## src/rtl/fractal_sync_tx_mc.sv

```systemverilog
// Multi-channel sync response transmit datapath: samples a response and broadcasts it into masked per-channel FIFOs.
// Optional FRACTAL_SYNC_TX_MC_DROP_CNT_EN adds per-channel 8-bit saturating dropped-push counters.
package fractal_sync_tx_mc_pkg;
    typedef struct packed {
        logic [2:0] tag;
        logic       wake;
        logic       grant;
    } fsync_rsp_t;
endpackage

module fractal_sync_tx_mc #(
    parameter type         fsync_rsp_t   = fractal_sync_tx_mc_pkg::fsync_rsp_t,
    parameter int unsigned N_CHANNELS    = 2,
    parameter bit          COMB_IN       = 1'b0,
    parameter int unsigned FIFO_DEPTH    = 2,
    parameter bit          FIFO_COMB_OUT = 1'b1,
    parameter int unsigned LVL_W         = $clog2(FIFO_DEPTH + 1)
) (
    input  logic                                      clk_i,
    input  logic                                      rst_ni,
    input  fsync_rsp_t                                rsp_i,
    output fsync_rsp_t                                sampled_rsp_o,
    output logic                                      check_propagate_o,
    output logic                                      check_lock_o,
    input  logic [N_CHANNELS-1:0]                     propagate_i,
    input  logic                                      err_clr_i,
    output logic [N_CHANNELS-1:0]                     overflow_o,
    output logic [N_CHANNELS-1:0]                     underflow_o,
    output logic [N_CHANNELS-1:0]                     empty_o,
    output logic [N_CHANNELS*LVL_W-1:0]               level_o,
    output logic [N_CHANNELS*$bits(fsync_rsp_t)-1:0]  rsp_o,
    input  logic [N_CHANNELS-1:0]                     pop_i
`ifdef FRACTAL_SYNC_TX_MC_DROP_CNT_EN
   ,output logic [N_CHANNELS*8-1:0]                   drop_cnt_o
`endif
);

    localparam int unsigned RSP_W = $bits(fsync_rsp_t);
    localparam int unsigned PTR_W = (FIFO_DEPTH > 1) ? $clog2(FIFO_DEPTH) : 1;

    if (N_CHANNELS < 1) begin : g_bad_channels
        $fatal(1, "fractal_sync_tx_mc: N_CHANNELS must be >= 1");
    end
    if (FIFO_DEPTH < 1) begin : g_bad_depth
        $fatal(1, "fractal_sync_tx_mc: FIFO_DEPTH must be >= 1");
    end

    logic       s_wake;
    logic       s_grant;
    fsync_rsp_t s_rsp;
    logic       s_valid;

    generate
        if (COMB_IN) begin : g_comb_in
            assign s_wake  = rsp_i.wake;
            assign s_grant = rsp_i.grant;
            assign s_rsp   = rsp_i;
        end else begin : g_reg_in
            logic       wake_reg;
            logic       grant_reg;
            fsync_rsp_t rsp_reg;

            // Flags follow the input every cycle; the payload only latches on a valid response.
            always_ff @(posedge clk_i or negedge rst_ni) begin
                if (!rst_ni) begin
                    wake_reg  <= 1'b0;
                    grant_reg <= 1'b0;
                    rsp_reg   <= '0;
                end else begin
                    wake_reg  <= rsp_i.wake;
                    grant_reg <= rsp_i.grant;
                    if (rsp_i.wake || rsp_i.grant) begin
                        rsp_reg <= rsp_i;
                    end
                end
            end

            assign s_wake  = wake_reg;
            assign s_grant = grant_reg;
            assign s_rsp   = rsp_reg;
        end
    endgenerate

    assign s_valid           = s_wake | s_grant;
    assign sampled_rsp_o     = s_rsp;
    assign check_propagate_o = s_wake;
    assign check_lock_o      = s_grant;

    function automatic logic [PTR_W-1:0] ptr_inc(input logic [PTR_W-1:0] p);
        return (p == PTR_W'(FIFO_DEPTH - 1)) ? '0 : p + PTR_W'(1);
    endfunction

    genvar gi;
    generate
        for (gi = 0; gi < N_CHANNELS; gi++) begin : g_ch
            logic             push, pop, full, empty, fall, wr_en, rd_en, drop, under;
            logic [PTR_W-1:0] wr_ptr_reg, rd_ptr_reg;
            logic [LVL_W-1:0] cnt_reg;
            logic             ovf_reg, udf_reg;
            fsync_rsp_t       mem [FIFO_DEPTH];
            fsync_rsp_t       head, hold_reg;

            assign push  = s_valid & propagate_i[gi];
            assign pop   = pop_i[gi];
            assign empty = (cnt_reg == '0);
            assign full  = (cnt_reg == LVL_W'(FIFO_DEPTH));
            // Push and pop on an empty fall-through channel hand the element straight out.
            assign fall  = FIFO_COMB_OUT && empty && push && pop;
            assign rd_en = pop && !empty;
            assign wr_en = push && !fall && (!full || pop);
            assign drop  = push && full && !pop;
            assign under = pop && empty && !fall;

            always_ff @(posedge clk_i) begin
                if (wr_en) begin
                    mem[wr_ptr_reg] <= s_rsp;
                end
            end

            always_ff @(posedge clk_i or negedge rst_ni) begin
                if (!rst_ni) begin
                    wr_ptr_reg <= '0;
                    rd_ptr_reg <= '0;
                    cnt_reg    <= '0;
                    ovf_reg    <= 1'b0;
                    udf_reg    <= 1'b0;
                    hold_reg   <= '0;
                end else begin
                    if (wr_en) wr_ptr_reg <= ptr_inc(wr_ptr_reg);
                    if (rd_en) rd_ptr_reg <= ptr_inc(rd_ptr_reg);
                    if (wr_en && !rd_en) cnt_reg <= cnt_reg + LVL_W'(1);
                    else if (rd_en && !wr_en) cnt_reg <= cnt_reg - LVL_W'(1);
                    ovf_reg  <= drop  | (ovf_reg & ~err_clr_i);
                    udf_reg  <= under | (udf_reg & ~err_clr_i);
                    hold_reg <= head;
                end
            end

            always_comb begin
                head = hold_reg;
                if (!empty) begin
                    head = mem[rd_ptr_reg];
                end else if (FIFO_COMB_OUT && push) begin
                    head = s_rsp;
                end
            end

            assign overflow_o[gi]                 = ovf_reg;
            assign underflow_o[gi]                = udf_reg;
            assign empty_o[gi]                    = empty;
            assign level_o[gi*LVL_W +: LVL_W]     = cnt_reg;
            assign rsp_o[gi*RSP_W +: RSP_W]       = head;

`ifdef FRACTAL_SYNC_TX_MC_DROP_CNT_EN
            logic [7:0] drop_cnt_reg;

            // A drop coinciding with a clear counts as the first drop after the clear.
            always_ff @(posedge clk_i or negedge rst_ni) begin
                if (!rst_ni) begin
                    drop_cnt_reg <= '0;
                end else if (err_clr_i) begin
                    drop_cnt_reg <= {7'd0, drop};
                end else if (drop && drop_cnt_reg != 8'hFF) begin
                    drop_cnt_reg <= drop_cnt_reg + 8'd1;
                end
            end

            assign drop_cnt_o[gi*8 +: 8] = drop_cnt_reg;
`endif
        end
    endgenerate

endmodule

```

## config.mk

```make
export PLATFORM = sky130hd
export DESIGN_NAME = fractal_sync_tx_mc
export DESIGN_NICKNAME = d
export VERILOG_FILES = /design/src/rtl/fractal_sync_tx_mc.sv
export SDC_FILE = /design/constraint.sdc
export NUM_CORES = 1
export LEC_CHECK = 0
export BUFFER_PORTS_ARGS = -buffer_cell sky130_fd_sc_hd__buf_4
export CAP_MARGIN = 10
export CORE_ASPECT_RATIO = 1.4
export CORE_MARGIN = 2
export CORE_UTILIZATION = 54
export DETAILED_ROUTE_END_ITERATION = 6
export PLACE_DENSITY = 0.83
export SETUP_SLACK_MARGIN = 0.5
export SLEW_MARGIN = 20
export SYNTH_ARGS = -nofsm -noshare
export SYNTH_HDL_FRONTEND = slang
export SYNTH_SLANG_ARGS = --single-unit
```

## constraint.sdc

```tcl
create_clock -name clk_i -period 1.6 [get_ports clk_i]
set_input_delay 0.16 -clock clk_i [delete_from_list [all_inputs] [get_ports clk_i]]
set_output_delay 0.16 -clock clk_i [all_outputs]
set_load 0.005 [all_outputs]
```

==> impl_metrics.csv, run 1 <==
group,metric,value,unit
logic_synthesis,synth_warnings,0,
floorplanning,die-height,76.4,um
floorplanning,starting_utilization_of_the_core_area,55.9,%
cts,numCtsBuffers,5,
logic_synthesis,synth_most_common_cell,"sky130_fd_sc_hd__dfrtp_1",
logic_synthesis,synth_top_area_share,35.9,%
logic_synthesis,syn-instance-count,165,
logic_synthesis,synth_cell_type_count,20,
timing,timing.grt.repair.worst_endpoint,"rsp_o[2]",
cts,clock_net_sink_count,49,
logic_synthesis,synth.top_cells.by_count,"29 x sky130_fd_sc_hd__dfrtp_1, 20 x sky130_fd_sc_hd__edfxtp_1, 20 x sky130_fd_sc_hd__nand2_1, 11 x sky130_fd_sc_hd__nor2_1",
floorplanning,io_pins,39,
logic_synthesis,ys_seq_area_share,65.7,%
floorplanning,rows,26,
cts,clock_tree.htree_level_count,2,
status,error_line,"[ERROR DPL-0033] detailed placement checks failed during check placement.",
logic_synthesis,share_of_flip_flops_with_an_asynchronous_set_or_reset,59.2,%
status,run_status,"aborted with a tool error",
logic_synthesis,synth_area_leader_cell,"sky130_fd_sc_hd__dfrtp_1",
logic_synthesis,mappedNetlistArea,2020,um2
placement,placed_cells_incl_taps,242,
logic_synthesis,yosys-top-cells-area,"sky130_fd_sc_hd__dfrtp_1 36%, sky130_fd_sc_hd__edfxtp_1 30%, sky130_fd_sc_hd__a211oi_1 3.7%",
placement,dp_worst_slack,0.0289,ns
timing,worst_path_end_type,"output port",
logic_synthesis,ys_dominant_reg_cell,"sky130_fd_sc_hd__dfrtp_1",
placement,detailedPlacementHpwl,2.93,mm
logic_synthesis,postSynthRegisterBits,49,
placement,finalWeightedCongestion,0.811,
cts,ctsRootBufferMaster,"sky130_fd_sc_hd__clkbuf_8",
floorplanning,die_w,55.7,um
global_routing,initial_antenna_violation_count,0,
logic_synthesis,synth-edff-count,20,
status,outcome.stop_stage,"global routing (5_1_grt)",
placement,place.port_buffers,38,
logic_synthesis,synthesis.area_per_instance,12.2,um2
cts,ctsLongestPathBuffers,2,
logic_synthesis,syn-num-nets,179,
placement,postPlaceCellArea,2370,um2
global_routing,grt_start_max_net_pins,30,
## kinds of logic after synthesis
family,Yosys count,synth area share [%]
AO/OA/AOI/OAI,34,11.0
XOR/XNOR,12,5.20
adder cells (fa/ha/maj),2,1.24
buffers and inverters,20,5.33
flip-flops,49,65.7
multiplexers,3,1.67
AND/OR/NAND/NOR,45,9.85
## through the flow
step	util, %	TNS (ns)
detailed placement	65.6	0
global placement	65.6	0
floorplan	-	0
CTS	89.4	-0.131
## timing repair
item | in CTS
hold endpoints to repair | 31
pin swaps | 29
gates cloned | 2
setup buffers | 40
setup endpoints to repair | 56
hold buffers | 3
resized for setup | 107
==> run 2, diff against run 1 <==
Settings changed: CORE_ASPECT_RATIO 1.4 to unset, CORE_UTILIZATION 54 to 40, PLACE_DENSITY 0.83 to unset, PLACE_DENSITY_LB_ADDON set to 0.15, SETUP_SLACK_MARGIN 0.5 to unset.
==> run 2 against run 1 <==
The flow now finishes, with violations (setup timing). Synthesized cell count unchanged. Synthesized area unchanged.
==> impl_metrics.csv, run 2 <==
group,metric,value,unit
timing,slew-limit-headroom,73.3,%
finish,seq_area,1330,um2
placement,place.port_buffers,38,
logic_synthesis,syn-instance-count,165,
setup_path,capturing_element_of_the_worst_setup_path,"rsp_o[2]",
route,postRouteAntennaNets,0,
logic_synthesis,synth.top_cells.by_count,"29 x sky130_fd_sc_hd__dfrtp_1, 20 x sky130_fd_sc_hd__edfxtp_1, 20 x sky130_fd_sc_hd__nand2_1, 11 x sky130_fd_sc_hd__nor2_1",
finish,drive_gt1_share,53.8,%
setup_path,worstSetupStartpointType,"flop",
route,avgViaCountPerCell,4.72,
global_routing,gr-usage-all-layers,17.5,%
floorplanning,core_area,4790,um2
global_routing,grt_util_met2,27.7,%
route,num_vias,1483,
global_routing,initial_antenna_violation_count,0,
finish,syn_to_final_growth,51.8,%
setup_path,timing.reg2reg.worst_path_depth,8,
power_and_ir_drop,power_leakage,1.28,nW
setup_path,path_cells,"o21a_1 -> buf_6 -> nand2_2 -> a31oi_4 -> buf_6",
global_routing,grt_first_pass_wirelength,7.07,mm
cts,cts.reportedPaths.clkPinSlew,0.08,ns
global_routing,groute.layer.met3.usage,4.69,%
global_routing,grt.busiest_layer,"met2",
logic_synthesis,postSynthRegisterBits,49,
floorplanning,io_pins,39,
finish,final_net_count,260,
logic_synthesis,synth-edff-count,20,
finish,num_antenna_cells,0,
setup_path,critical_path_peak_fanout,6,
timing,report.final.setup_viol,7,
finish,multi_input_area,848,um2
floorplanning,rows,25,
setup_path,crit_start,"check_lock_o",
finish,largest_register_ff_count,20,
global_routing,grtUsageMet1,23.2,%
finish,final_cell_mix,"70 x sky130_fd_sc_hd__buf_4, 24 x sky130_fd_sc_hd__dfrtp_1, 20 x sky130_fd_sc_hd__edfxtp_1",
logic_synthesis,share_of_flip_flops_with_an_asynchronous_set_or_reset,59.2,%
logic_synthesis,synth_warnings,0,
setup_path,crit_path_end_kind,"primary output",
floorplanning,die_w,75.1,um
floorplanning,die_area,5630,um2
setup_path,crit_type,"reg2out",
setup_path,reg2reg_to,"g_ch[1].cnt_reg[1]",
power_and_ir_drop,p_per_area,1820,nW/um2
logic_synthesis,synthesis.area_per_instance,12.2,um2
timing,min_period_over_period,102,%
setup_path,critPathMaxStageDelay,0.42,ns
setup_path,timing.critical_path.slowest_stage_cell,"sky130_fd_sc_hd__dfrtp_1",
finish,fillCellCount,385,
logic_synthesis,synth_area_leader_cell,"sky130_fd_sc_hd__dfrtp_1",
logic_synthesis,synth_cell_type_count,20,
run,max_cap_viol_count,0,
global_routing,globalRouteOverflowTotal,0,
setup_path,worstPathArrival,1.47,ns
floorplanning,die-height,75.1,um
finish,final_cell_area,3070,um2
logic_synthesis,synth_top_area_share,35.9,%
timing,clock_skew,0.00723,ns
cts,numCtsBuffers,5,
cts,cts_tree,"yes",
timing,report.final.slew_viol_count,0,
floorplanning,starting_utilization_of_the_core_area,42.2,%
cts,clock_tree.htree_level_count,2,
logic_synthesis,syn-num-nets,179,
route,drt_iter0_markers,75,
logic_synthesis,ys_seq_area_share,65.7,%
placement,placed_cells_incl_taps,273,
status,run_status,"complete, but fails checks",
route,drcViolationCount,0,
finish,layoutNonFillerInstCount,314,
timing,max_freq,614,MHz
setup_path,r2r_setup_slk,0.04,ns
timing,final-hold-violation-count,0,
placement,postPlaceCellArea,2420,um2
timing,timing.final.ws_setup,-0.0297,ns
cts,ctsRootBufferMaster,"sky130_fd_sc_hd__clkbuf_8",
logic_synthesis,synth_most_common_cell,"sky130_fd_sc_hd__dfrtp_1",
finish,layout.cells.most_common,"sky130_fd_sc_hd__buf_4",
global_routing,first_global_vias,1477,
cts,ctsLongestPathBuffers,2,
timing,timing_worst_slew_pin_value,0.401,ns
timing,period_needed,1.63,ns
setup_path,cp.required,1.44,ns
setup_path,critPathMostFrequentCell,"sky130_fd_sc_hd__buf_6",
hold_path,hp-class,"in2reg",
logic_synthesis,yosys-top-cells-area,"sky130_fd_sc_hd__dfrtp_1 36%, sky130_fd_sc_hd__edfxtp_1 30%, sky130_fd_sc_hd__a211oi_1 3.7%",
setup_path,rr_startpoint,"check_lock_o",
cts,clock_latency,0.29,ns
hold_path,worst_hold_path.num_cells,2,
route,first_pass_drt_iterations,4,
status,violations,"setup timing",
logic_synthesis,mappedNetlistArea,2020,um2
route,route.detailed.wl_per_inst,15.1,um
logic_synthesis,ys_dominant_reg_cell,"sky130_fd_sc_hd__dfrtp_1",
placement,detailedPlacementHpwl,2.85,mm
timing,grt_setup_unrepaired,"true",
global_routing,grt_start_max_net_pins,30,
placement,finalWeightedCongestion,0.741,
cts,clock_net_sink_count,49,
route,postRouteWirelength,4.73,mm
power_and_ir_drop,vdd.ir_drop.worst,0.930,mV
## run 2: cell counts after synthesis
Identical to the previous run, type by type.
## run 2: kinds of logic (layout without fill, tap and decap cells)
kind of cell / after synthesis / after routing / synth area share [%]
AOI/OAI and AO/OA: 34 / 34 / 11.0
DFF: 49 / 49 / 65.7
buffers and inverters: 20 / 102 / 5.33
and+or+nand+nor: 45 / 45 / 9.85
xor gates and xnor gates: 12 / 12 / 5.20
adders and majority gates: 2 / 2 / 1.24
muxes: 3 / 3 / 1.67
## run 2: worst min path at each step
stage / slack [ns] / end / startpoint
after CTS: 0.07 / g_ch[0].ovf_reg / err_clr_i
final: 0.08 / g_ch[0].ovf_reg / err_clr_i
after detailed placement: 0.12 / g_ch[0].hold_reg[3] / rst_ni
after global placement: 0.11 / g_ch[0].hold_reg[3] / rst_ni
after floorplan: -0.14 / check_lock_o / rst_ni
after global routing: 0.07 / g_ch[0].ovf_reg / err_clr_i
## run 2: what timing repair did
item	CTS	global route
resized for setup	29	42
hold buffers	3	0
endpoints found under the hold margin	31	0
buffers inserted	22	7
gates cloned	1	0
pin swaps	17	17
endpoints found under the setup margin	11	12
## run 2: layer usage
layer / part of all wire [%] / vias to the layer above
met5: 0 / -
met4: 0.91 / 0
met3: 3.6 / 4
met2: 50 / 33
met1: 46 / 722
li1: - / 724
## run 2: where the power goes
group	leakage, nW	switching (mW)	internal (mW)
combinational	0.719	1.20	1.63
sequential	0.520	0.322	1.72
clock	0.0385	0.385	0.310
## run 2: metrics by stage
step | utilization [%] | setup TNS, ns | hold WS [ns] | setup WS, ns | total power, mW
final | 64.1 | -0.0945 | 0.0791 | -0.0297 | 5.57
after global routing | 64.1 | -1.02 | 0.0679 | -0.0881 | 5.92
after CTS | 58.8 | -0.185 | 0.0676 | -0.0301 | 4.99
after detailed placement | 50.5 | -0.00106 | 0.119 | -0.00106 | 3.66
after global placement | 50.5 | 0 | 0.107 | 0.0993 | 3.60
after floorplan | - | 0 | -0.136 | 0.121 | 2.91
## run 2: cell type report
| cell class | count | area share [%] |
|---|---|---|
| well taps | 67 | 2.73 |
| clock inverters | 1 | 0.245 |
| multi-input cells | 96 | 27.7 |
| repair buffers | 84 | 22.2 |
| inverters | 10 | 1.22 |
| clock buffers | 7 | 2.49 |
| flip-flops and latches | 49 | 43.5 |
## run 2: critical path: cells and delay by family (launching register included)
kind,cells,cell delay [ns]
buffers and inverters,2,0.29
AOI/OAI and AO/OA,2,0.38
DFF,1,0.42
and+or+nand+nor,1,0.08
Power figures use the tool's default switching activity.
